`config.mk`:
```
export PLATFORM = sky130hd
export DESIGN_NAME = alu_cmd_sequencer
export DESIGN_NICKNAME = d
export VERILOG_FILES = /design/src/rtl/alu_cmd_sequencer.sv
export SDC_FILE = /design/constraint.sdc
export NUM_CORES = 1
export LEC_CHECK = 0
export ABC_AREA = 1
export BUFFER_PORTS_ARGS = -buffer_cell sky130_fd_sc_hd__buf_2
export CAP_MARGIN = 10
export CORE_ASPECT_RATIO = 1.75
export CORE_MARGIN = 1
export CORE_UTILIZATION = 50
export CTS_BUF_LIST = sky130_fd_sc_hd__clkbuf_8
export CTS_CLUSTER_SIZE = 40
export DETAILED_ROUTE_END_ITERATION = 10
export PLACE_DENSITY = 0.74
export SYNTH_ARGS = -nofsm -noshare
export SYNTH_HDL_FRONTEND = slang
export SYNTH_SLANG_ARGS = --single-unit
```
`constraint.sdc`:
```
create_clock -name clk_i -period 2.4 [get_ports clk_i]
set_clock_uncertainty 0.05 [all_clocks]
set_input_delay 0.24 -clock clk_i [delete_from_list [all_inputs] [get_ports clk_i]]
set_output_delay 0.24 -clock clk_i [all_outputs]
set_load 0.02 [all_outputs]
```
`src/rtl/alu_cmd_sequencer.sv`:
```
// Command sequencer wrapped around an eight-bit ALU: takes one command at a time over valid/ready,
// evaluates it, and presents a registered result; an accumulator lets ops chain on the last result.
module alu_cmd_sequencer #(
   parameter int DATA_WIDTH = 8,
   parameter int CNT_WIDTH  = 8
) (
   input  logic                  clk_i,
   input  logic                  rst_i,
   input  logic                  cmd_valid_i,
   output logic                  cmd_ready_o,
   input  logic [3:0]            cmd_func_i,
   input  logic [DATA_WIDTH-1:0] cmd_a_i,
   input  logic [DATA_WIDTH-1:0] cmd_b_i,
   input  logic                  cmd_use_acc_i,
   input  logic                  acc_clear_i,
   output logic                  res_valid_o,
   input  logic                  res_ready_i,
   output logic [DATA_WIDTH-1:0] res_data_o,
   output logic [3:0]            res_func_o,
   output logic [DATA_WIDTH-1:0] acc_o,
   output logic [CNT_WIDTH-1:0]  ops_done_o
);

   localparam logic [3:0] FUNC_ALL_ZERO        = 4'd0;
   localparam logic [3:0] FUNC_ALL_ONE         = 4'd1;
   localparam logic [3:0] FUNC_OUTPUT_A        = 4'd2;
   localparam logic [3:0] FUNC_OUTPUT_B        = 4'd3;
   localparam logic [3:0] FUNC_NOT_A           = 4'd4;
   localparam logic [3:0] FUNC_NOT_B           = 4'd5;
   localparam logic [3:0] FUNC_A_AND_B         = 4'd6;
   localparam logic [3:0] FUNC_A_OR_B          = 4'd7;
   localparam logic [3:0] FUNC_A_XOR_B         = 4'd8;
   localparam logic [3:0] FUNC_OUTPUT_A_PLUS_B = 4'd9;
   localparam logic [3:0] FUNC_OUTPUT_A_MINUS_B = 4'd10;
   localparam logic [3:0] FUNC_OUTPUT_B_MINUS_A = 4'd11;

   localparam logic [1:0] ST_IDLE = 2'd0;
   localparam logic [1:0] ST_EXEC = 2'd1;
   localparam logic [1:0] ST_HOLD = 2'd2;

   logic [1:0]            state;
   logic [3:0]            op_func_p0;
   logic [DATA_WIDTH-1:0] op_a_p0;
   logic [DATA_WIDTH-1:0] op_b_p0;
   logic [DATA_WIDTH-1:0] alu_y;

   // Combinational ALU; arithmetic wraps at DATA_WIDTH, unassigned codes yield zero.
   function automatic logic [DATA_WIDTH-1:0] eight_bit_alu(input logic [3:0]            func,
                                                           input logic [DATA_WIDTH-1:0] a,
                                                           input logic [DATA_WIDTH-1:0] b);
      logic [DATA_WIDTH-1:0] y;
      y = '0;
      case (func)
         FUNC_ALL_ZERO:         y = '0;
         FUNC_ALL_ONE:          y = '1;
         FUNC_OUTPUT_A:         y = a;
         FUNC_OUTPUT_B:         y = b;
         FUNC_NOT_A:            y = ~a;
         FUNC_NOT_B:            y = ~b;
         FUNC_A_AND_B:          y = a & b;
         FUNC_A_OR_B:           y = a | b;
         FUNC_A_XOR_B:          y = a ^ b;
         FUNC_OUTPUT_A_PLUS_B:  y = a + b;
         FUNC_OUTPUT_A_MINUS_B: y = a - b;
         FUNC_OUTPUT_B_MINUS_A: y = b - a;
         default:               y = '0;
      endcase
      return y;
   endfunction

   assign alu_y       = eight_bit_alu(op_func_p0, op_a_p0, op_b_p0);
   assign cmd_ready_o = (state == ST_IDLE) && !rst_i;

   always_ff @(posedge clk_i or posedge rst_i) begin
      if (rst_i) begin
         state       <= ST_IDLE;
         op_func_p0  <= '0;
         op_a_p0     <= '0;
         op_b_p0     <= '0;
         res_valid_o <= 1'b0;
         res_data_o  <= '0;
         res_func_o  <= '0;
         acc_o       <= '0;
         ops_done_o  <= '0;
      end else begin
         case (state)
            ST_IDLE: begin
               if (cmd_valid_i) begin
                  op_func_p0 <= cmd_func_i;
                  op_a_p0    <= cmd_use_acc_i ? acc_o : cmd_a_i;
                  op_b_p0    <= cmd_b_i;
                  state      <= ST_EXEC;
               end
            end
            // EXEC -> HOLD: register the ALU output as the result
            ST_EXEC: begin
               res_data_o  <= alu_y;
               res_func_o  <= op_func_p0;
               res_valid_o <= 1'b1;
               state       <= ST_HOLD;
            end
            ST_HOLD: begin
               if (res_ready_i) begin
                  res_valid_o <= 1'b0;
                  ops_done_o  <= ops_done_o + 1'b1;
                  state       <= ST_IDLE;
               end
            end
            default: state <= ST_IDLE;
         endcase

         // A clear on the capture edge overrides the new result.
         if (acc_clear_i) begin
            acc_o <= '0;
         end else if (state == ST_EXEC) begin
            acc_o <= alu_y;
         end
      end
   end

endmodule

```
==> flow_summary.ini <==
[worst_setup_path]
worstSetupPathType = flop to flop
rr_worst_depth = 16
reg2reg_from = op_a_p0[0]
cp.required_ns = 2.55
endpoint_kind = flop
r2r_end = res_data_o[5]
start_kind = flop
worstPathMaxFanout = 5
critPathArrivalTime_ns = 2.53
rrSetupSlack_ns = 0.02

[sta]
rsz0062_at_grt = yes
maxSlewViolCount = 0
hold_viol = 0
fin_crit_ns = 2.38
fin_crit_sh_pct = 99.2
setup_violations = 0
max_freq_mhz = 420
tightest_slew_ns = 0.577
slew_headroom_pct = 61.5

[logic_synthesis]
synth_area_leaders = dfrtp_1 35%, nand2_1 15%, ha_1 11%
ys_warn_count = 0
synth_cell_types = 30
synth.yosys.seq_area_share_pct = 34.8
synth_top_area_share_pct = 34.8
avgSynthCellArea_um2 = 7.28
yosysTopAreaCell = dfrtp_1
synth_seq_cells = 51
syn_nets = 564
synth_area_um2 = 3670
postSynthCellCount = 504

[layout]
antenna_cells = 0
layout-drive-gt1-share_pct = 24.0
mostFrequentLayoutCells = 137 x nand2_1, 63 x inv_1, 55 x buf_2
area_growth_pct = 22.0
final_common_cell = nand2_1
fin_util_pct = 62.7
layout.nets = 644

[floorplanning]
rows = 41
chipHeight_um = 115
core_um2 = 7130
pin_count = 56
die_w_um = 66.7
start_util_pct = 51.4
fp.dieArea_um2 = 7690

[placement]
dp_hpwl_um = 8210
place_congestion = 0.952
port_buffers = 55

[power]
clkPwrFrac_pct = 7.7
intPower_mw = 3.56
switchingPower_mw = 3.96
combPwrFrac_pct = 71.1
p_sw_share_pct = 52.7
total_leakage_power_nw = 2.41
power_mw = 7.52
ir_drop_v = 0.000863
power_density_nw_per_um2 = 1680
p_seq_share_pct = 21.1

[global_route]
grt-ovfl-total = 0
grt_pass1_vias = 3562
grt_usage_pct = 29.3
grt_max_degree = 22
antenna_found_initial = 0
grt_pass1_wl_um = 16600

[clock_tree]
clockRootBuffer = clkbuf_8
insertion_delay_ns = 0.31
clock_path_buffers = 2
numCtsBuffers = 5
htree_levels = 2
clk_pin_slew_ns = 0.10
cts.sinks = 51
cts_tree = yes

[worst_hold_path]
min_to = state[1]
min_path_cells = 2
min-delay-start = res_ready_i
hp-class = input pin to flop

[detailed_routing]
drc = 0
drtIter0Drc = 177
ant_nets = 0
drt_pre_antenna_iters = 5
wl_per_cell_um = 15.9
wirelength_um = 10600
via_per_inst = 5.47
via_count = 3663

[outcome]
status = completed

[run]
drv_cap = 0
[worst max-delay path by stage]
stage / from / end / slack [ns] / cells after the start
floorplan: op_a_p0[1] / acc_o[5] / 0.08 / 15
detailed placement: op_a_p0[1] / res_data_o[5] / -0.07 / 15
global route: op_a_p0[0] / res_data_o[7] / -0.12 / 18
finish: op_a_p0[0] / res_data_o[5] / 0.02 / 16
CTS: op_a_p0[0] / res_data_o[5] / -0.002 / 15
global placement: op_a_p0[1] / acc_o[5] / 0.01 / 15
[cells by family after synthesis]
logic type                 after synthesis  synth area share, %
and+or+nand+nor                        249                 29.8
AOI/OAI and AO/OA                       70                 11.1
buffers and inverters                   85                 8.80
DFF                                     51                 34.8
adders and majority gates               34                 12.0
xor gates and xnor gates                15                 3.58
[per-stage QoR]
stage / hold WS [ns] / worst slack (ns) / TNS, ns / cells / cell area, um^2
2_1_floorplan: 0.246 / 0.0778 / 0 / 504 / 3670
3_3_place_gp: 0.181 / 0.00985 / 0 / 657 / 4170
3_5_place_dp: 0.191 / -0.0657 / -0.273 / 657 / 4170
4_1_cts: 0.0785 / -0.00223 / -0.00294 / 666 / 4310
5_1_grt: 0.0893 / -0.122 / -0.551 / 670 / 4470
6_report: 0.0834 / 0.0203 / 0 / 670 / 4470
[sequential cells by signal, indices dropped and copies added, names as in the netlist]
register and cells:
op_a_p0 8, res_func_o 4, op_b_p0 8, acc_o 8, state 2, ops_done_o 8
res_valid_o 1, res_data_o 8, op_func_p0 4
[power groups by stage]
stage | Sequential (mW) | Combinational, mW | Clock, mW
4_1_cts | 1.57 | 4.72 | 0.599
5_1_grt | 1.63 | 5.90 | 0.632
6_report | 1.59 | 5.35 | 0.582
3_3_place_gp | 1.56 | 4.53 | 0
3_5_place_dp | 1.58 | 4.61 | 0
2_1_floorplan | 1.74 | 3.05 | 0
[cells in the mapped netlist (all sizes together)]
| library cell | number |
|---|---|
| a211oi | 1 |
| a21o | 1 |
| a21oi | 16 |
| buf | 1 |
| clkbuf | 8 |
| dfrtp | 51 |
| fa | 2 |
| ha | 32 |
| inv | 76 |
| nand2 | 149 |
| nand2b | 1 |
| nand3 | 35 |
| nand3b | 3 |
| nand4 | 18 |
| nor2 | 36 |
| nor3 | 5 |
| o211ai | 10 |
| o21ai | 31 |
| o21bai | 1 |
| o22ai | 7 |
| o2bb2ai | 2 |
| o31ai | 1 |
| or2 | 2 |
| xnor2 | 7 |
| xor2 | 8 |
[layer usage]
metal  part of all wire, %  GRT usage, %  up-vias
li1                      -             -     1779
met1                    38          32.3     1733
met2                    54          52.8      122
met3                   4.2          3.77       29
met4                   4.2          15.7        0
met5                     0             0        -
[worst max-delay path, stage by stage, from the launching register on]
cell	delay (ns)
dfrtp_1	0.41
inv_2	0.09
ha_4	0.13
inv_2	0.04
nor3_4	0.15
a21oi_2	0.06
xor2_1	0.14
ha_1	0.38
nand2_2	0.12
inv_2	0.08
nand4_1	0.13
nand4_1	0.12
nand2_1	0.06
nand2_1	0.07
nand3_2	0.09
nand2_1	0.08
nand2_1	0.05
[final cells by class]
class	count	area (um^2)
Fill cell	669	2660
Multi-Input combinational cell	368	2220
Sequential cell	51	1280
Timing Repair Buffer	82	484
Inverter	76	285
Tap cell	86	108
Clock buffer	5	68.8
Clock inverter	2	33.8
[repair_timing]
action	CTS	global route
gates cloned	0	0
pin swaps	5	21
hold buffers	1	0
buffers inserted	1	4
endpoints found under the hold margin	14	0
resized for setup	6	40
endpoints found under the setup margin	6	14
(Power assumes the default switching activity.)
